[src/rtl/hazard_control.sv]
// Pipeline hazard controller: load-use stalls, branch flushes and D-cache miss freezes.
// Control outputs are decoded from the FSM state and the current inputs; statistics are registered.
`ifndef REG_ADDR
`define REG_ADDR 5
`endif

module hazard_control #(
  parameter int REG_ADDR   = `REG_ADDR,
  parameter int MISS_LIMIT = 255
) (
  input  logic                clk,
  input  logic                rst_n,
  input  logic [REG_ADDR-1:0] if_id_src1,
  input  logic [REG_ADDR-1:0] if_id_src2,
  input  logic                if_id_uses_src2,
  input  logic                id_ex_memread,
  input  logic [REG_ADDR-1:0] id_ex_dest_reg,
  input  logic                branch_taken,
  input  logic                dcache_req,
  input  logic                dcache_ready,
  input  logic                stat_clear,
  output logic                pc_write,
  output logic                if_id_write,
  output logic                id_ex_bubble,
  output logic                if_id_flush,
  output logic                id_ex_flush,
  output logic                freeze,
  output logic [15:0]         stall_count,
  output logic                miss_err
);

  localparam int CW = $clog2(MISS_LIMIT + 1);

  typedef enum logic [1:0] {RUN, DMISS, BR_PEND} state_t;

  state_t        state;
  logic [CW-1:0] miss_cnt;
  logic          br_pend;
  logic          lu;
  logic          miss;
  logic          timeout;

  assign lu = id_ex_memread && (id_ex_dest_reg != '0) &&
              ((id_ex_dest_reg == if_id_src1) ||
               (if_id_uses_src2 && (id_ex_dest_reg == if_id_src2)));

  assign miss = dcache_req && !dcache_ready;

  // miss_cnt already includes the RUN cycle that detected the miss
  assign timeout = (state == DMISS) && !dcache_ready &&
                   ((int'(miss_cnt) + 1) >= MISS_LIMIT);

  always_comb begin
    pc_write     = 1'b1;
    if_id_write  = 1'b1;
    id_ex_bubble = 1'b0;
    if_id_flush  = 1'b0;
    id_ex_flush  = 1'b0;
    freeze       = 1'b0;
    if (rst_n) begin
      case (state)
        RUN: begin
          if (miss) begin
            freeze      = 1'b1;
            pc_write    = 1'b0;
            if_id_write = 1'b0;
          end else if (branch_taken) begin
            if_id_flush = 1'b1;
            id_ex_flush = 1'b1;
          end else if (lu) begin
            pc_write     = 1'b0;
            if_id_write  = 1'b0;
            id_ex_bubble = 1'b1;
          end
        end
        DMISS: begin
          if (!dcache_ready) begin
            freeze      = 1'b1;
            pc_write    = 1'b0;
            if_id_write = 1'b0;
          end else if (!(br_pend || branch_taken) && lu) begin
            // a pending branch flushes next cycle, so only stall when none is queued
            pc_write     = 1'b0;
            if_id_write  = 1'b0;
            id_ex_bubble = 1'b1;
          end
        end
        BR_PEND: begin
          if (miss) begin
            freeze      = 1'b1;
            pc_write    = 1'b0;
            if_id_write = 1'b0;
          end else begin
            if_id_flush = 1'b1;
            id_ex_flush = 1'b1;
          end
        end
        default: ;
      endcase
    end
  end

  always_ff @(posedge clk or negedge rst_n) begin
    if (!rst_n) begin
      state       <= RUN;
      miss_cnt    <= '0;
      br_pend     <= 1'b0;
      stall_count <= 16'h0000;
      miss_err    <= 1'b0;
    end else begin
      case (state)
        RUN: begin
          if (miss) begin
            state    <= DMISS;
            miss_cnt <= CW'(1);
            br_pend  <= 1'b0;
          end
        end
        DMISS: begin
          if (dcache_ready) begin
            state    <= (br_pend || branch_taken) ? BR_PEND : RUN;
            miss_cnt <= '0;
            br_pend  <= 1'b0;
          end else if (timeout) begin
            state    <= RUN;
            miss_cnt <= '0;
            br_pend  <= 1'b0;
            miss_err <= 1'b1;
          end else begin
            miss_cnt <= miss_cnt + 1'b1;
            if (branch_taken) br_pend <= 1'b1;
          end
        end
        BR_PEND: begin
          // a new miss defers the outstanding flush until the miss resolves
          if (miss) begin
            state    <= DMISS;
            miss_cnt <= CW'(1);
            br_pend  <= 1'b1;
          end else begin
            state <= RUN;
          end
        end
        default: state <= RUN;
      endcase

      if (stat_clear)
        stall_count <= 16'h0000;
      else if (!pc_write && (stall_count != 16'hFFFF))
        stall_count <= stall_count + 16'h0001;
    end
  end

endmodule

[config.mk]
export PLATFORM = sky130hd
export DESIGN_NAME = hazard_control
export DESIGN_NICKNAME = d
export VERILOG_FILES = /design/src/rtl/hazard_control.sv
export SDC_FILE = /design/constraint.sdc
export NUM_CORES = 1
export LEC_CHECK = 0
export ABC_CLOCK_PERIOD_IN_PS = 2200
export CORE_UTILIZATION = 45
export CTS_CLUSTER_DIAMETER = 30
export DETAILED_ROUTE_END_ITERATION = 16
export HOLD_SLACK_MARGIN = 0.02
export PLACE_DENSITY_LB_ADDON = 0.12
export SLEW_MARGIN = 20
export SYNTH_ARGS = -nofsm -noshare
export SYNTH_HDL_FRONTEND = slang
export SYNTH_SLANG_ARGS = --single-unit
export TNS_END_PERCENT = 10
[constraint.sdc]
create_clock -name clk -period 2.2 [get_ports clk]
set_input_delay 0.44 -clock clk [delete_from_list [all_inputs] [get_ports clk]]
set_output_delay 0.44 -clock clk [all_outputs]
set_load 0.05 [all_outputs]
==> qor.yml <==
status: "finished with violations"
violations: "negative setup slack"
combPwrFrac: 0.509
antenna_found_initial: 0
grt_max_degree: 24
gp_congestion: 0.846
syn_to_final_growth_pct: 47.8
drt_iter0_markers: 161
rsz0062_at_grt: "yes"
clkPwrFrac: 0.199
fp.dieArea_um2: 4740
synth_fp_nets: 264
fp.dieH_um: 68.8
fp-row-count: 23
setup_tns_ns: -0.322
crit_start: "state[1]$_DFFE_PN0P_"
max_cap_viol_count: 0
drc: 0
slew_headroom: 0.603
met1_usage: 0.284
core_um2: 4140
nets: 340
whs_path_depth: 1
yosys_warnings: 0
synth_area_leaders: "dfrtp_1, xnor2_1, nor2_1"
ys_async_sr_fraction: 1.00
grt_use_met3: 0.0428
holdPathEnd: "miss_err$_DFFE_PN0P_"
irDropWorstVdd_mv: 0.644
io-pin-count: 46
leakage_nw: 1.26
ys_ff_latch: 28
switchingPower_mw: 0.810
yosysSeqAreaShare: 0.349
drive_gt1_frac: 0.278
synth_cell_types: 49
total_power_mw: 2.12
grt_pass1_wl_um: 8140
power.density_nw_per_um2: 714
htreeDepth: 1
antenna_left: 0
grt_pass1_vias: 1867
drv_slew: 0
placed_cell_area_um2: 2780
clk-insertion-delay-late_ns: 0.28
grt_use_met2: 0.406
cts_tree: "built"
tightest_slew_ns: 0.594
antennaDiodeCount: 0
top_usage_layer: "met2"
start_util: 0.485
vias: 1954
r2r_end: "stall_count[15]$_DFFE_PN0P_"
p_int_mw: 1.31
ctsRootBufferMaster: "clkbuf_8"
min_from: "miss_err$_DFFE_PN0P_"
yosysTopAreaCellShare: 0.349
seqPwrFrac: 0.292
reg2reg_slack_ns: -0.03
clk_pin_slew_ns: 0.11
worstPathRequired_ns: 1.76
synth_cells: 234
dr.pass1.iters: 4
dp_cells: 352
final.setup.worst_slack_ns: -0.111
worst_setup_path_end_kind: "output port"
fin_cells: 359
track_usage: 0.229
start_kind: "flop"
numCtsBuffers: 3
hold_class: "flop to flop"
stdcell_area_um2: 2970
post-route-min-period_ns: 2.31
crit_arrival_ns: 1.87
fin_crit_sh: 1.05
avgSynthCellArea_um2: 8.59
cts.sinks: 28
hold_viol_final: 0
yosysTopAreaCell: "dfrtp_1"
worstSetupPathType: "flop to output port"
worstPathMaxFanout: 4
fin_skew_ns: 0.00108
wl_per_cell_um: 14.0
whs_ns: 0.502
wirelength_um: 5040
hpwl_um: 3630
synth.cell_area_um2: 2010
synth_edf_count: 0
r2r_cells: 10
die_w_um: 68.8
fmax_mhz: 433
cts_max_path_buffers: 2
reg2reg_from: "state[1]$_DFFE_PN0P_"
overflow: 0
holdBufCountCts: 0
placement.io_buffers: 45
avgViaCountPerCell: 5.44
ys.flop_type: "dfrtp_1"
netSwitchingFraction: 0.382
setup_viol: 5
-- kinds of logic (layout without fill, tap and decap cells) --
group	after synthesis	in the layout	share of synthesized area
mux	5	5	0.0274
buf+inv	20	95	0.0523
xor+xnor	20	20	0.0872
fa+ha+maj	7	7	0.0436
compound gates	40	40	0.136
flops	28	28	0.349
simple gates	114	114	0.305
-- flip-flops by register name (all words and copies together) (netlist names) --
register	cells
miss_cnt	8
miss_err	1
state	2
br_pend	1
stall_count	16
-- cell type report --
class	instances	area, µm²
repair buffers	84	788
clock inverters	1	30.0
well taps	50	62.6
inverters	7	26.3
clock buffers	3	41.3
flip-flops and latches	28	702
fillers	329	1170
multi-input cells	186	1320
-- worst max-delay path by stage --
stage and to:
5_1_grt freeze, 6_report if_id_write, 2_1_floorplan pc_write, 4_1_cts if_id_write, 3_3_place_gp stall_count[3]$_DFFE_PN0P_, 3_5_place_dp stall_count[5]$_DFFE_PN0P_
-- placed cells by master, fill, tap and decap left out, types with 3 or more instances in the layout --
cell type | synthesis | layout
nor3_1 | 10 | 9
inv_1 | 7 | 5
nor2b_1 | 5 | 5
clkdlybuf4s50_1 | 0 | 23
nand3_1 | 11 | 11
ha_1 | 7 | 4
nor4_1 | 3 | 3
buf_12 | 0 | 6
a21oi_1 | 12 | 11
nand4_1 | 5 | 5
buf_4 | 3 | 37
and2_1 | 3 | 3
nand2_1 | 24 | 24
and3_1 | 5 | 5
nand3b_1 | 3 | 3
nand2b_1 | 4 | 3
o21ai_0 | 10 | 9
dfrtp_1 | 28 | 27
nor2_1 | 25 | 23
dlygate4sd2_1 | 0 | 10
mux2_2 | 3 | 3
buf_2 | 3 | 3
clkbuf_8 | 0 | 3
xnor2_1 | 20 | 20
-- synth_stat cells, types with 2 or more instances --
cell type and count:
o21ai_0 10, nor2_1 25, nor4_2 2, o32ai_1 2, nand2b_1 4, nor4b_1 2, a31o_2 2, buf_6 2
nand4_1 5, and2_1 3, buf_4 3, and3_4 2, ha_1 7, nand2_1 24, nor4_1 3, or2_2 3
and3_1 5, a21oi_1 12, nor2b_1 5, clkbuf_1 5, nor3b_1 2, nand3_1 11, buf_2 3, xnor2_1 20
inv_1 7, nor3_1 10, o31ai_1 2, dfrtp_1 28, mux2_2 3, nand3b_1 3
-- per-layer routing --
metal,vias to the layer above,routed length [µm]
met3,4,196
met1,928,2260
met4,0,42
met5,-,0
met2,47,2550
li1,975,-
-- through the flow --
| stage | utilization | worst slack (ns) |
|---|---|---|
| 4_1_cts | 0.710 | -0.126 |
| 6_report | 0.717 | -0.111 |
| 2_1_floorplan | - | -0.240 |
| 3_5_place_dp | 0.671 | -0.463 |
| 5_1_grt | 0.717 | -0.157 |
| 3_3_place_gp | 0.671 | -0.423 |
-- timing repair --
item / in CTS / in global routing
hold endpoints to repair: 0 / 0
buffers inserted: 3 / 0
cloned: 0 / 0
gates resized for setup: 43 / 9
endpoints found under the setup margin: 20 / 26
pin swaps: 18 / 4
-- power by group through the flow --
stage                     Clock (mW)  Sequential (mW)  Combinational [mW]
after floorplan                    0            0.639               0.559
after global placement             0            0.616               0.956
after detailed placement           0            0.616               0.969
after CTS                      0.427            0.613                1.06
after global routing           0.447            0.627                1.18
final                          0.423            0.619                1.08
-- critical path, stage by stage (launching register included) --
cell and delay (ns):
dfrtp_1 0.42, inv_2 0.08, ha_4 0.18, a32oi_2 0.20, nand3b_1 0.14, buf_4 0.16
or2_4 0.25, buf_12 0.15
Power figures use the tool's default switching activity.
